<file path="config.mk">
export PLATFORM = sky130hd
export DESIGN_NAME = multicycle_ctrl
export DESIGN_NICKNAME = d
export VERILOG_FILES = /design/src/rtl/multicycle_ctrl.sv
export SDC_FILE = /design/constraint.sdc
export NUM_CORES = 1
export LEC_CHECK = 0
export ABC_AREA = 1
export CORE_MARGIN = 2
export CORE_UTILIZATION = 40
export DETAILED_ROUTE_END_ITERATION = 16
export HOLD_SLACK_MARGIN = 0.06
export PLACE_DENSITY = 0.88
export SLEW_MARGIN = 10
export SYNTH_ARGS = -nofsm -noshare
export SYNTH_HDL_FRONTEND = slang
export SYNTH_SLANG_ARGS = --single-unit
</file>
<file path="constraint.sdc">
create_clock -name clk -period 3.8 [get_ports clk]
set_clock_uncertainty 0.2 [all_clocks]
set_input_delay 0.76 -clock clk [delete_from_list [all_inputs] [get_ports clk]]
set_output_delay 0.76 -clock clk [all_outputs]
set_load 0.005 [all_outputs]
</file>
<file path="src/rtl/multicycle_ctrl.sv">
// multicycle_ctrl -- main control FSM for the multicycle MIPS datapath.
//
// Sequences each instruction through FETCH/DECODE/EXEC/MEM/WB and drives the
// datapath enables, mux selects and ALU operation.
//
// Ports:
//   clk, rst_n          clock (rising edge), asynchronous active-low reset
//   Op, Funct           IR[31:26] and IR[5:0]
//   Zero                ALU zero flag (combinational, current cycle)
//   MemReady            memory completes the access this cycle
//   PCWr, IRWr          PC / instruction register load enables
//   MemRd, MemWr, IorD  memory requests and address select (0=PC, 1=ALUOut)
//   RegWr, RegDst, WbSel  register file write, dest select, write-data select
//   ALUSrcA, ALUSrcB    ALU operand selects
//   PCSrc               next-PC select
//   ALUOp               ALU operation (ALUOP_* encoding)
//   State               current state (FETCH=0 .. WB=4)
//   IllegalInstr        one-cycle pulse in DECODE for an unsupported instruction

package aluop_pkg;
    localparam logic [5:0] ALUOP_ADD  = 6'd0;
    localparam logic [5:0] ALUOP_ADDU = 6'd1;
    localparam logic [5:0] ALUOP_SUB  = 6'd2;
    localparam logic [5:0] ALUOP_SUBU = 6'd3;
    localparam logic [5:0] ALUOP_AND  = 6'd4;
    localparam logic [5:0] ALUOP_OR   = 6'd5;
    localparam logic [5:0] ALUOP_XOR  = 6'd6;
    localparam logic [5:0] ALUOP_NOR  = 6'd7;
    localparam logic [5:0] ALUOP_SLT  = 6'd8;
    localparam logic [5:0] ALUOP_SLTU = 6'd9;
    localparam logic [5:0] ALUOP_SLL  = 6'd10;
    localparam logic [5:0] ALUOP_SRL  = 6'd11;
    localparam logic [5:0] ALUOP_SRA  = 6'd12;
    localparam logic [5:0] ALUOP_SLLV = 6'd13;
    localparam logic [5:0] ALUOP_SRLV = 6'd14;
    localparam logic [5:0] ALUOP_SRAV = 6'd15;
    localparam logic [5:0] ALUOP_ANDI = 6'd16;
    localparam logic [5:0] ALUOP_ORI  = 6'd17;
    localparam logic [5:0] ALUOP_XORI = 6'd18;
    localparam logic [5:0] ALUOP_LUI  = 6'd19;
endpackage

module multicycle_ctrl
    import aluop_pkg::*;
(
    input  logic       clk,
    input  logic       rst_n,
    input  logic [5:0] Op,
    input  logic [5:0] Funct,
    input  logic       Zero,
    input  logic       MemReady,
    output logic       PCWr,
    output logic       IRWr,
    output logic       MemRd,
    output logic       MemWr,
    output logic       IorD,
    output logic       RegWr,
    output logic [1:0] RegDst,
    output logic [1:0] WbSel,
    output logic [1:0] ALUSrcA,
    output logic [2:0] ALUSrcB,
    output logic [1:0] PCSrc,
    output logic [5:0] ALUOp,
    output logic [2:0] State,
    output logic       IllegalInstr
);

    typedef enum logic [2:0] {
        S_FETCH  = 3'd0,
        S_DECODE = 3'd1,
        S_EXEC   = 3'd2,
        S_MEM    = 3'd3,
        S_WB     = 3'd4
    } state_t;

    typedef enum logic [3:0] {
        C_ILL, C_RALU, C_SHIFT, C_IALU, C_LW, C_SW, C_BR, C_J, C_JAL, C_JR
    } cls_t;

    // Instruction class from the opcode/funct held in IR.
    function automatic cls_t classify(input logic [5:0] op, input logic [5:0] funct);
        cls_t c;
        c = C_ILL;
        case (op)
            6'h00: begin
                case (funct)
                    6'h00, 6'h02, 6'h03: c = C_SHIFT;
                    6'h04, 6'h06, 6'h07,
                    6'h20, 6'h21, 6'h22, 6'h23,
                    6'h24, 6'h25, 6'h26, 6'h27,
                    6'h2A, 6'h2B:        c = C_RALU;
                    6'h08:               c = C_JR;
                    default:             c = C_ILL;
                endcase
            end
            6'h02:                       c = C_J;
            6'h03:                       c = C_JAL;
            6'h04, 6'h05:                c = C_BR;
            6'h08, 6'h09, 6'h0A, 6'h0B,
            6'h0C, 6'h0D, 6'h0E, 6'h0F:  c = C_IALU;
            6'h23:                       c = C_LW;
            6'h2B:                       c = C_SW;
            default:                     c = C_ILL;
        endcase
        return c;
    endfunction

    // ALU operation used in EXEC; anything not listed computes an address (ADD).
    function automatic logic [5:0] exec_aluop(input logic [5:0] op, input logic [5:0] funct);
        logic [5:0] a;
        a = ALUOP_ADD;
        if (op == 6'h00) begin
            case (funct)
                6'h00: a = ALUOP_SLL;
                6'h02: a = ALUOP_SRL;
                6'h03: a = ALUOP_SRA;
                6'h04: a = ALUOP_SLLV;
                6'h06: a = ALUOP_SRLV;
                6'h07: a = ALUOP_SRAV;
                6'h20: a = ALUOP_ADD;
                6'h21: a = ALUOP_ADDU;
                6'h22: a = ALUOP_SUB;
                6'h23: a = ALUOP_SUBU;
                6'h24: a = ALUOP_AND;
                6'h25: a = ALUOP_OR;
                6'h26: a = ALUOP_XOR;
                6'h27: a = ALUOP_NOR;
                6'h2A: a = ALUOP_SLT;
                6'h2B: a = ALUOP_SLTU;
                default: a = ALUOP_ADD;
            endcase
        end else begin
            case (op)
                6'h04, 6'h05: a = ALUOP_SUB;
                6'h08: a = ALUOP_ADD;
                6'h09: a = ALUOP_ADDU;
                6'h0A: a = ALUOP_SLT;
                6'h0B: a = ALUOP_SLTU;
                6'h0C: a = ALUOP_ANDI;
                6'h0D: a = ALUOP_ORI;
                6'h0E: a = ALUOP_XORI;
                6'h0F: a = ALUOP_LUI;
                default: a = ALUOP_ADD;
            endcase
        end
        return a;
    endfunction

    state_t state_q, state_d;
    cls_t   cls;

    assign cls   = classify(Op, Funct);
    assign State = state_q;

    always_ff @(posedge clk or negedge rst_n) begin
        if (!rst_n) state_q <= S_FETCH;
        else        state_q <= state_d;
    end

    always_comb begin
        state_d = S_FETCH;
        case (state_q)
            S_FETCH:  state_d = MemReady ? S_DECODE : S_FETCH;
            S_DECODE: state_d = (cls == C_ILL) ? S_FETCH : S_EXEC;
            S_EXEC: begin
                case (cls)
                    C_LW, C_SW:              state_d = S_MEM;
                    C_RALU, C_SHIFT, C_IALU: state_d = S_WB;
                    default:                 state_d = S_FETCH;
                endcase
            end
            S_MEM: begin
                if (!MemReady)        state_d = S_MEM;
                else if (cls == C_LW) state_d = S_WB;
                else                  state_d = S_FETCH;
            end
            default: state_d = S_FETCH;
        endcase
    end

    always_comb begin
        PCWr         = 1'b0;
        IRWr         = 1'b0;
        MemRd        = 1'b0;
        MemWr        = 1'b0;
        IorD         = 1'b0;
        RegWr        = 1'b0;
        RegDst       = 2'd0;
        WbSel        = 2'd0;
        ALUSrcA      = 2'd0;
        ALUSrcB      = 3'd0;
        PCSrc        = 2'd0;
        ALUOp        = ALUOP_ADD;
        IllegalInstr = 1'b0;
        case (state_q)
            S_FETCH: begin
                MemRd   = 1'b1;
                ALUSrcB = 3'd1;
                PCWr    = MemReady;
                IRWr    = MemReady;
            end
            S_DECODE: begin
                // Precompute the branch target into ALUOut.
                ALUSrcB      = 3'd4;
                IllegalInstr = (cls == C_ILL);
            end
            S_EXEC: begin
                ALUOp = exec_aluop(Op, Funct);
                case (cls)
                    C_RALU: ALUSrcA = 2'd1;
                    C_SHIFT: ALUSrcA = 2'd2;
                    C_IALU: begin
                        ALUSrcA = 2'd1;
                        // Logical immediates and lui are zero-extended.
                        ALUSrcB = (Op[3:2] == 2'b11) ? 3'd3 : 3'd2;
                    end
                    C_LW, C_SW: begin
                        ALUSrcA = 2'd1;
                        ALUSrcB = 3'd2;
                    end
                    C_BR: begin
                        ALUSrcA = 2'd1;
                        PCSrc   = 2'd1;
                        // Op[0] distinguishes bne from beq.
                        PCWr    = Op[0] ? !Zero : Zero;
                    end
                    C_J: begin
                        PCSrc = 2'd2;
                        PCWr  = 1'b1;
                    end
                    C_JAL: begin
                        // PC already holds PC+4; it is written to $31 on the
                        // same edge that loads the jump target.
                        PCSrc  = 2'd2;
                        PCWr   = 1'b1;
                        RegWr  = 1'b1;
                        RegDst = 2'd2;
                        WbSel  = 2'd2;
                    end
                    C_JR: begin
                        PCSrc = 2'd3;
                        PCWr  = 1'b1;
                    end
                    default: ;
                endcase
            end
            S_MEM: begin
                IorD  = 1'b1;
                MemRd = (cls == C_LW);
                MemWr = (cls == C_SW);
            end
            S_WB: begin
                RegWr = 1'b1;
                case (cls)
                    C_LW:              WbSel  = 2'd1;
                    C_RALU, C_SHIFT:   RegDst = 2'd1;
                    default: ;
                endcase
            end
            default: ;
        endcase
        // Reset suppresses every request and write so an aborted instruction
        // leaves no side effect.
        if (!rst_n) begin
            PCWr         = 1'b0;
            IRWr         = 1'b0;
            RegWr        = 1'b0;
            MemRd        = 1'b0;
            MemWr        = 1'b0;
            IllegalInstr = 1'b0;
        end
    end

endmodule

</file>
Word-level counts from Yosys, hierarchy flattened
Memories as Yosys holds them, arrays and structs flattened.
Cells that the tools add are included.
Widths: inputs -> output; s select.

word-level totals
  register bits = 3
  memory bits (read-only) = 512
  bits of input ports = 16
  output and inout bits = 27
  logic and storage cells = 83
  memories = 3

memory list
  name             depth  bits a word  read ports  clocked after Yosys merged registers in  wr ports  line  RTL
  (no name shown)  64     4            1           0                                        0         113   case (funct)
  (no name shown)  64     3            1           0                                        0         86    case (funct)
  (no name shown)  16     4            1           0                                        0         133   case (op)

operators by class
  equality and inequality tests = 28
  multiplexer cells = 38
  reductions and logical operators = 13

operators by type and width
  kind                count
  $eq 6x4->1 const B  8
  $pmux 4 s7          1
  $mux 6              3
  $eq 4x3->1 const B  4
  $mux 1              16
  $pmux 2 s2          4
  $eq 6x2->1 const B  2
  $eq 6x3->1 const B  2
  $eq 6x6->1 const B  2
  $pmux 3 s4          1
  $pmux 3 s3          1
  $eq 4x2->1 const B  2
  $eq 4x4->1 const B  2
  $mux 2              4
  $pmux 1 s2          4
  $reduce_or 2->1     4
  $reduce_or 8->1     1
  $eq 3x2->1 const B  2
  $logic_not 6->1     1
  $mux 3              2
  $pmux 2 s3          1
  $pmux 3 s2          1
  $reduce_or 3->1     2
  $reduce_or 5->1     1
  8 further kinds     8

Longest topological paths before layout
Gate-level depths: netlist of the first run.

  depth in word-level cells = 8
  depth in mapped cells = 11
  depth with buffers taken out = 11

Worst setup path after synthesis of the first run
Ideal clock, no wire load.

  path type = input-to-output
  from = input Funct[0]
  to = output ALUSrcA[0]
  data arrival time = 1,626 ps
  required time = 2,840 ps
  setup slack = 1,214 ps
  cell stages on the path = 9
  path buffers = 0
  path through = inv_1 ha_1 nand3_1 nor2_1 nand2_1 nand2_1 nor2_1 nand3_2 a31oi_1

between the ends
  longest elaborated chain between the ends = 6
  elaborated cells on any way between the ends = 11
  classes of those cells = 6 x eq/ne; 3 x mux; 1 x reduce/logical; 1 x memory

ends and longest elaborated chain
  element                             line  RTL
  start: declaration                  49    input logic [5:0] Funct,
  $mem_v2 64x3 *                      -
  $pmux 4 s7 *                        84    case (op)
  $eq 4x3->1 (tied with other cells)  209   case (cls)
  $reduce_or 5->1 (no line)           -
  $pmux 2 s2 *                        209
  $mux 2 *                            195   case (state_q)
  end: declaration                    60    output logic [1:0] ALUSrcA,

Every way passes the cells marked *; elsewhere a longest branch is shown, timed or not.

Worst setup path in the final report of the first run
  from = input Funct[1]
  to = output RegDst[0]

between the ends
  longest elaborated chain between the ends = 6
  elaborated cells on any way between the ends = 7
  classes of those cells = 2 x eq/ne; 3 x mux; 1 x reduce/logical; 1 x memory

ends and longest elaborated chain
  element                                   line  RTL
  $mem_v2 64x3 *                            -
  $pmux 4 s7 *                              84
  $eq 4x1->1 or $eq 4x2->1 (tied branches)  254   case (cls)
  $reduce_or 2->1 *                         254
  $mux 1 *                                  254
  $pmux 2 s2 *                              195
  end: declaration                          58    output logic [1:0] RegDst,

Marked as above.

==> metrics, run 1 <==
number of global-route vias before repair=1047; TritonCTS Buffers=3; H-tree depth=1; Total Wirelength=2.642 mm; period utilization=0.9710; die height=49.92 um; sw frac=0.4142; CP Capture Type=primary output; CP max stage delay=0.52 ns; Hold WC Path Type=reg2reg; largest net degree at the start of global routing=11; Synth Cell Area=843.3 sq um; combinational fraction of design power=0.590; CTS tree=done; crit path max fanout=3; post-route setup slack=0.1103 ns; pre-CTS WS=0.007982 ns; pwr dens=186.8 nW/um^2; synthesized net count=168; Final Critical Period=3.690 ns; total clock sinks=3; clock group share of total power=0.246; Port-buffer cells=41; area growth from synthesis to layout=57.57%; most frequent cells in the layout=clkdlybuf4s50_1, nand2_1, inv_1; first-pass GRT wire length=4.367 mm; P_sw=0.1028 mW; critical path type=in2out; GRT Util Overall=0.2189; max FFs per register=3; via count=1110; RSZ-0062 raised after global routing=false; antenna-violating nets left=0; chip width=49.92 um; count of cell types in the netlist=28; synthesized area per cell=5.698 sq um; dpl hpwl=2.134 mm; hold_buf cts=0; register area share after synthesis=0.08902; initial antenna violation count=0; leak pwr=0.6206 nW; clock buffer depth=2; Post-Synthesis Cells=148; Yosys reg bits=3; clk_lat worst skew=0.25 ns; most common cell after layout, fill and taps aside=clkdlybuf4s50_1; DR DRC count=0; vias per cell=5.045; final setup vio count=0; required time of the critical path=2.84 ns; DIE AREA=2492 sq um; Ys Warns=0; max cap viols=0; initial core utilization=0.4255; gr ovfl total=0; Slew Viols, Final=0; # nets final=214; final core utilization=0.6705; Fin. Hold Viols=0; Clock Pin Slew Worst Setup and Hold Paths=0.04 ns; wire per inst=12.01 um; worst vdd ir=221.8 uV; post-route setup TNS=0 ns; IO Pins=43; total chip power=0.2482 mW; worst path cell trace=clkdlybuf4s50_1 -> inv_1 -> ha_1 -> nand3_1 -> nor2_1 -> nand2_1 -> nand2_1 -> nor2_2 -> nand3_2 -> a21oi_1 -> clkdlybuf4s50_1; setup bufs post-CTS=0; first-pass iteration count of the detailed router=4; Rows=16; Critical Path Source Type=input pin; outcome=complete, no violations; Iter 0 DRT Violations=38; layout cells sized above 1=0.1451; Root Driver=clkbuf_4; core box area=1982 sq um; Critical Path AT=2.73 ns; P_int=0.1454 mW; antenna fix cells=0; dpl cells=216; Fmax=271.0 MHz; CP max-delay cell=clkdlybuf4s50_1; RePlAce Congestion=0.8654; fin cells=220; Reg power frac=0.165
==> cell usage after synthesis <==
library cell	count	area, sq um
nand2_1	28	105.1
nor2_1	25	93.84
inv_1	23	86.33
a21oi_1	12	60.06
nand3_1	11	55.05
ha_1	4	50.05
nand3_2	4	40.04
nand4_1	4	25.02
nor2_2	4	25.02
dfrtp_1	3	75.07
inv_2	3	11.26
nor2_4	3	33.78
nor3_1	3	15.01
o21ai_0	3	15.01
a31oi_1	2	12.51
buf_4	2	15.01
nand2_2	2	12.51
nor4_1	2	12.51
a221oi_1	1	8.760
a22oi_1	1	7.510
buf_6	1	11.26
conb_1	1	3.750
nand3_4	1	17.52
nor2_8	1	20.02
o211ai_1	1	7.510
o21a_1	1	7.510
o31ai_1	1	7.510
xnor2_1	1	8.760
==> routing by layer <==
metal,GRT usage,vias to the layer above,share of wire
li1,-,569,-
met1,0.2486,502,0.43
met2,0.4133,39,0.52
met3,0.03939,0,0.047
met4,0.05556,0,0
met5,0,-,0
==> cell families after synthesis <==
group                    share of synthesized area
AO/OA/AOI/OAI                               0.1499
adder cells (fa/ha/maj)                    0.05935
buffers and inverters                       0.1469
other                                     0.004447
flip-flops                                 0.08902
AND/OR/NAND/NOR                             0.5400
XOR/XNOR                                   0.01039
==> critical path, delay by kind of cell <==
| kind | cells | cell delay (ns) |
|---|---|---|
| buffers and inverters | 3 | 1.07 |
| and+or+nand+nor | 6 | 0.56 |
| AOI/OAI and AO/OA | 1 | 0.16 |
| adders and majority gates | 1 | 0.18 |
==> power groups by stage <==
stage	clock network, mW	registers, mW	logic [mW]
2_1_floorplan	0	0.0409	0.0718
3_3_place_gp	0	0.0410	0.141
3_5_place_dp	0	0.0412	0.144
4_1_cts	0.0632	0.0408	0.145
5_1_grt	0.0647	0.0416	0.161
6_report	0.0610	0.0408	0.146
==> through the flow <==
step                      area (sq um)  hold WS [ns]
final                             1329        0.4797
after global routing              1329        0.5280
after CTS                         1309        0.4688
after detailed placement          1284        0.4637
after global placement            1284        0.4564
after floorplan                  843.3        0.2644
==> area by class of cell <==
type | instances | area (sq um)
multi-input combinational | 116 | 656.9
fill | 167 | 653.1
tap | 27 | 33.78
clock buffer | 4 | 26.28
timing repair buffer | 44 | 439.2
inverter | 26 | 97.59
sequential | 3 | 75.07
==> worst paths after layout <==
kind / from / cells after the start / slack, ns / to
setup / recovery: Funct[1] / 11 / 0.11 / RegDst[0]
hold / removal: State[1]$_DFF_PN0_ / 3 / 0.48 / State[1]$_DFF_PN0_
setup reg to reg: State[2]$_DFF_PN0_ / 7 / 2.28 / State[0]$_DFF_PN0_
hold reg to reg: State[1]$_DFF_PN0_ / 3 / 0.48 / State[1]$_DFF_PN0_
max in group asynchronous: rst_n / 1 / 2.69 / State[0]$_DFF_PN0_
min in group asynchronous: rst_n / 1 / 0.53 / State[2]$_DFF_PN0_
==> what timing repair did <==
item                                    in CTS  in global routing
gates cloned                                 0                  0
endpoints found under the setup margin       1                  5
pin swaps                                    0                  0
endpoints found under the hold margin        0                  0
gates resized for setup                      1                  7
Power figures use the tool's default switching activity.
==> run 2: changes to the inputs <==
CORE_UTILIZATION = 35   (was 40)
GPL_TIMING_DRIVEN = 0   (was unset)
PLACE_DENSITY = unset   (was 0.88)
PLACE_DENSITY_LB_ADDON = 0.05   (was unset)
==> run 2 against run 1 <==
Against the previous run:
- combinational power barely moved
- cell count did not move
- setup slack improved by 0.019 ns
- register-to-register slack lost 0.07 ns
- count of clock-buffer cells in the layout unchanged
- clock power down 2%
- die area increased by 13%
- sequential power is 1% higher
- critical path type unchanged
- critical endpoint is now ALUSrcA[0]
- largest power group unchanged
==> metrics, run 2 (synthesis results as in run 1) <==
max cap viols=0; wire per inst=11.30 um; CP Capture Type=primary output; core box area=2255 sq um; required time of the critical path=2.84 ns; critical path type=in2out; outcome=complete, no violations; Clock Pin Slew Worst Setup and Hold Paths=0.04 ns; clk_lat worst skew=0.24 ns; period utilization=0.9660; Hold Crit Start=State[2]$_DFF_PN0_; first-pass iteration count of the detailed router=4; most common cell after layout, fill and taps aside=clkdlybuf4s50_1; area growth from synthesis to layout=55.34%; worst hold endpoint=State[1]$_DFF_PN0_; pre-CTS WS=-0.1107 ns; crit path max fanout=7; Port-buffer cells=40; Slew Viols, Final=0; H-tree depth=1; Worst R2R End=State[0]$_DFF_PN0_; RSZ-0062 raised after global routing=false; total clock sinks=3; worst r2r src=State[2]$_DFF_PN0_; Critical Path Source Type=input pin; Fillers=254; max FFs per register=3; Critical Path AT=2.71 ns; pwr dens=186.5 nW/um^2; total chip power=0.2443 mW; Hold Crit Depth=3; post-route setup slack=0.1293 ns; dpl hpwl=2.018 mm; number of global-route vias before repair=976; fin cells=220; IO Pins=43; largest net degree at the start of global routing=11; GRT Util Overall=0.1871; DIE AREA=2818 sq um; setup bufs post-CTS=0; most frequent cells in the layout=clkdlybuf4s50_1, nand2_1, inv_1, nor2_1, a21oi_1; R2R cell count=7; clock buffer depth=2; initial antenna violation count=0; final core utilization=0.5810; dpl cells=216; gr ovfl total=0; Hold WC Path Type=reg2reg; Root Driver=clkbuf_4; CTS tree=done; first-pass GRT wire length=3.939 mm; # nets final=213; Iter 0 DRT Violations=18; initial core utilization=0.3740; Final Critical Period=3.671 ns; leak pwr=0.5817 nW; antenna-violating nets left=0; final setup vio count=0; die height=53.09 um; R2R Setup Slk=2.21 ns; chip width=53.09 um; post-route setup TNS=0 ns; Fin. Hold Viols=0; layout cells sized above 1=0.1354; Fmax=272.4 MHz; DR DRC count=0; antenna fix cells=0; via count=1088; TritonCTS Buffers=3; Total Wirelength=2.487 mm; vias per cell=4.945; worst vdd ir=113.6 uV; Rows=17; RePlAce Congestion=0.8240
[run 2: where the power goes]
group          switching, mW  internal (mW)  leakage (nW)  total, mW
Sequential           0.00486         0.0364        0.0400     0.0412
Clock                 0.0204         0.0396        0.0150     0.0600
Combinational         0.0746         0.0684         0.527      0.143
[run 2: metal layers]
| metal | up-vias | global-route usage | wire [um] |
|---|---|---|---|
| met5 | - | 0 | 0 |
| met4 | 0 | 0.07692 | 23 |
| met3 | 3 | 0.008475 | 92 |
| met2 | 23 | 0.3271 | 1256 |
| met1 | 496 | 0.2373 | 1114 |
| li1 | 566 | - | - |
[run 2: worst max-delay path, cell delays in order]
cell	delay [ns]
clkdlybuf4s50_1	0.55
inv_2	0.10
nand3_1	0.11
nor2_1	0.06
nand2_1	0.10
nand2_1	0.08
nor2_2	0.14
nand3_2	0.11
a31oi_1	0.17
clkdlybuf4s50_1	0.53
[run 2: what timing repair did]
item,in CTS,in global routing
setup endpoints to repair,4,4
hold buffers,0,0
endpoints found under the hold margin,0,0
resized for setup,2,4
gates cloned,0,0
[run 2: per-stage QoR]
stage / cell area [sq um] / hold WS [ns]
2_1_floorplan: 843.3 / 0.2644
3_3_place_gp: 1279 / 0.4511
3_5_place_dp: 1279 / 0.4625
4_1_cts: 1303 / 0.4739
5_1_grt: 1310 / 0.5259
6_report: 1310 / 0.4687
[run 2: area by class of cell]
cell class	count	area (sq um)	area share
tap	28	35.03	0.02674
inverter	26	97.59	0.07450
clock buffer	4	26.28	0.02006
timing repair buffer	40	400.4	0.3056
sequential	3	75.07	0.05731
multi-input combinational	116	649.4	0.4957
buffer	3	26.28	0.02006
[run 2: worst max-delay path by stage]
stage	from	endpoint	slack, ns	depth (start not counted)
global route	Op[4]	ALUSrcA[0]	0.03	9
global placement	Funct[1]	ALUSrcA[0]	-0.09	11
detailed placement	Funct[1]	ALUSrcA[0]	-0.11	11
CTS	Op[0]	RegWr	0.12	8
floorplan	Funct[0]	ALUSrcA[0]	1.21	9
finish	Funct[2]	ALUSrcA[0]	0.13	10
==> run 3: changes to the inputs <==
CTS_BUF_LIST = sky130_fd_sc_hd__clkbuf_4 sky130_fd_sc_hd__clkbuf_8 sky130_fd_sc_hd__clkbuf_16   (was unset)
==> run 3 against run 2 <==
Against the previous run:
- power grew 2.9%
- largest cell class unchanged
- largest power group unchanged
- routed wire length is the same
- die area is the same
- register-to-register slack is essentially flat
- cell count is the same
- fmax is the same
- worst hold slack is the same
==> metrics, run 3 (synthesis results as in run 1) <==
outcome=complete, no violations; CP delay by family, top=buffers and inverters; first-pass iteration count of the detailed router=4; worst vdd ir=125.0 uV; worst path cell trace=clkdlybuf4s50_1 -> inv_2 -> nand3_1 -> nor2_1 -> nand2_1 -> nand2_1 -> nor2_2 -> nand3_2 -> a31oi_1 -> clkdlybuf4s50_1; Critical Path Source Type=input pin; RSZ-0062 raised after global routing=false; most common cell after layout, fill and taps aside=clkdlybuf4s50_1; GRT Util Overall=0.1871; required time of the critical path=2.84 ns; Hold WC Path Type=reg2reg; max cap viols=0; leak pwr=0.5851 nW; post-route setup TNS=0 ns; layout cells sized above 1=0.1406; final setup vio count=0; Reg area=75.07 sq um; initial antenna violation count=0; Multi-input gate area=649.4 sq um; area growth from synthesis to layout=55.79%; max FFs per register=3; initial core utilization=0.3740; DIE AREA=2818 sq um; Final Critical Period=3.671 ns; TritonCTS Buffers=3; antenna-violating nets left=0; total clock sinks=3; WHS=0.4687 ns; clock buffer depth=2; most frequent cells in the layout=clkdlybuf4s50_1, nand2_1, inv_1, nor2_1, a21oi_1; Total Wirelength=2.487 mm; CTS tree=done; Critical Path AT=2.71 ns; CP max stage delay=0.55 ns; Slew Viols, Final=0; Clock Pin Slew Worst Setup and Hold Paths=0.04 ns; Rows=17; Port-buffer cells=40; CP max-delay cell=clkdlybuf4s50_1; number of global-route vias before repair=976; wire per inst=11.30 um; IO Pins=43; Fin. Hold Viols=0; largest net degree at the start of global routing=11; critical path type=in2out; Hold Crit Depth=3; RePlAce Congestion=0.8240; first-pass GRT wire length=3.939 mm; chip width=53.09 um; core box area=2255 sq um; crit path max fanout=7; via count=1088; die height=53.09 um; pwr dens=191.4 nW/um^2; H-tree depth=1; Buf+Inv Stages, Crit Path=3; hold_buf cts=0; dpl hpwl=2.018 mm; gr ovfl total=0; clk_lat worst skew=0.24 ns; total chip power=0.2514 mW; Iter 0 DRT Violations=18; Fillers=252; R2R cell count=7; # nets final=213; DR DRC count=0; vias per cell=4.945; period utilization=0.9660; CP Capture Type=primary output; antenna fix cells=0; final core utilization=0.5827; Fmax=272.4 MHz; Root Driver=clkbuf_4; Critical Path Stages=10
-- run 3: cell counts in the layout (fill, tap and decap cells not counted) --
No cell type changed its count.
-- run 3: what timing repair did --
action,4_1_cts,5_1_grt
setup endpoints to repair,4,4
gates resized for setup,2,4
hold endpoints to repair,0,0
buffers inserted,0,0
-- run 3: metal layers --
| layer | share of wire | global-route usage |
|---|---|---|
| met1 | 0.45 | 0.2373 |
| met2 | 0.51 | 0.3271 |
| met3 | 0.037 | 0.008475 |
| met4 | 0.0092 | 0.07692 |
| met5 | 0 | 0 |
-- run 3: final cells by class --
cell class / count / area share
Buffer: 3 / 0.02000
Timing Repair Buffer: 40 / 0.3048
Tap cell: 28 / 0.02667
Multi-Input combinational cell: 116 / 0.4943
Clock buffer: 4 / 0.02286
Inverter: 26 / 0.07429
Sequential cell: 3 / 0.05714
-- run 3: metrics by stage --
step / cell area, sq um / cells / setup WS (ns)
CTS: 1306 / 220 / 0.1180
detailed placement: 1279 / 216 / -0.1107
floorplan: 843.3 / 148 / 1.214
global route: 1314 / 220 / 0.02615
finish: 1314 / 220 / 0.1293
global placement: 1279 / 216 / -0.08981
-- run 3: worst reg2reg max path, cell delays in order, from the launching register on --
cell and delay (ns):
dfrtp_1 0.41, nor2_1 0.07, inv_1 0.14, nor2_4 0.07, inv_1 0.22, nor2_1 0.08, a21oi_1 0.19, nand2_1 0.08
-- run 3: power breakdown --
part / switching [mW] / internal, mW
clock: 0.0204 / 0.0467
sequential: 0.00486 / 0.0364
combinational: 0.0746 / 0.0684
-- run 3: final timing paths --
path	from	endpoint	slack, ns
worst max-delay path	Funct[2]	ALUSrcA[0]	0.13
worst min-delay path	State[2]$_DFF_PN0_	State[1]$_DFF_PN0_	0.47
worst max register to register	State[2]$_DFF_PN0_	State[0]$_DFF_PN0_	2.21
worst min register to register	State[2]$_DFF_PN0_	State[1]$_DFF_PN0_	0.47
max in group asynchronous	rst_n	State[0]$_DFF_PN0_	2.70
min in group asynchronous	rst_n	State[1]$_DFF_PN0_	0.53
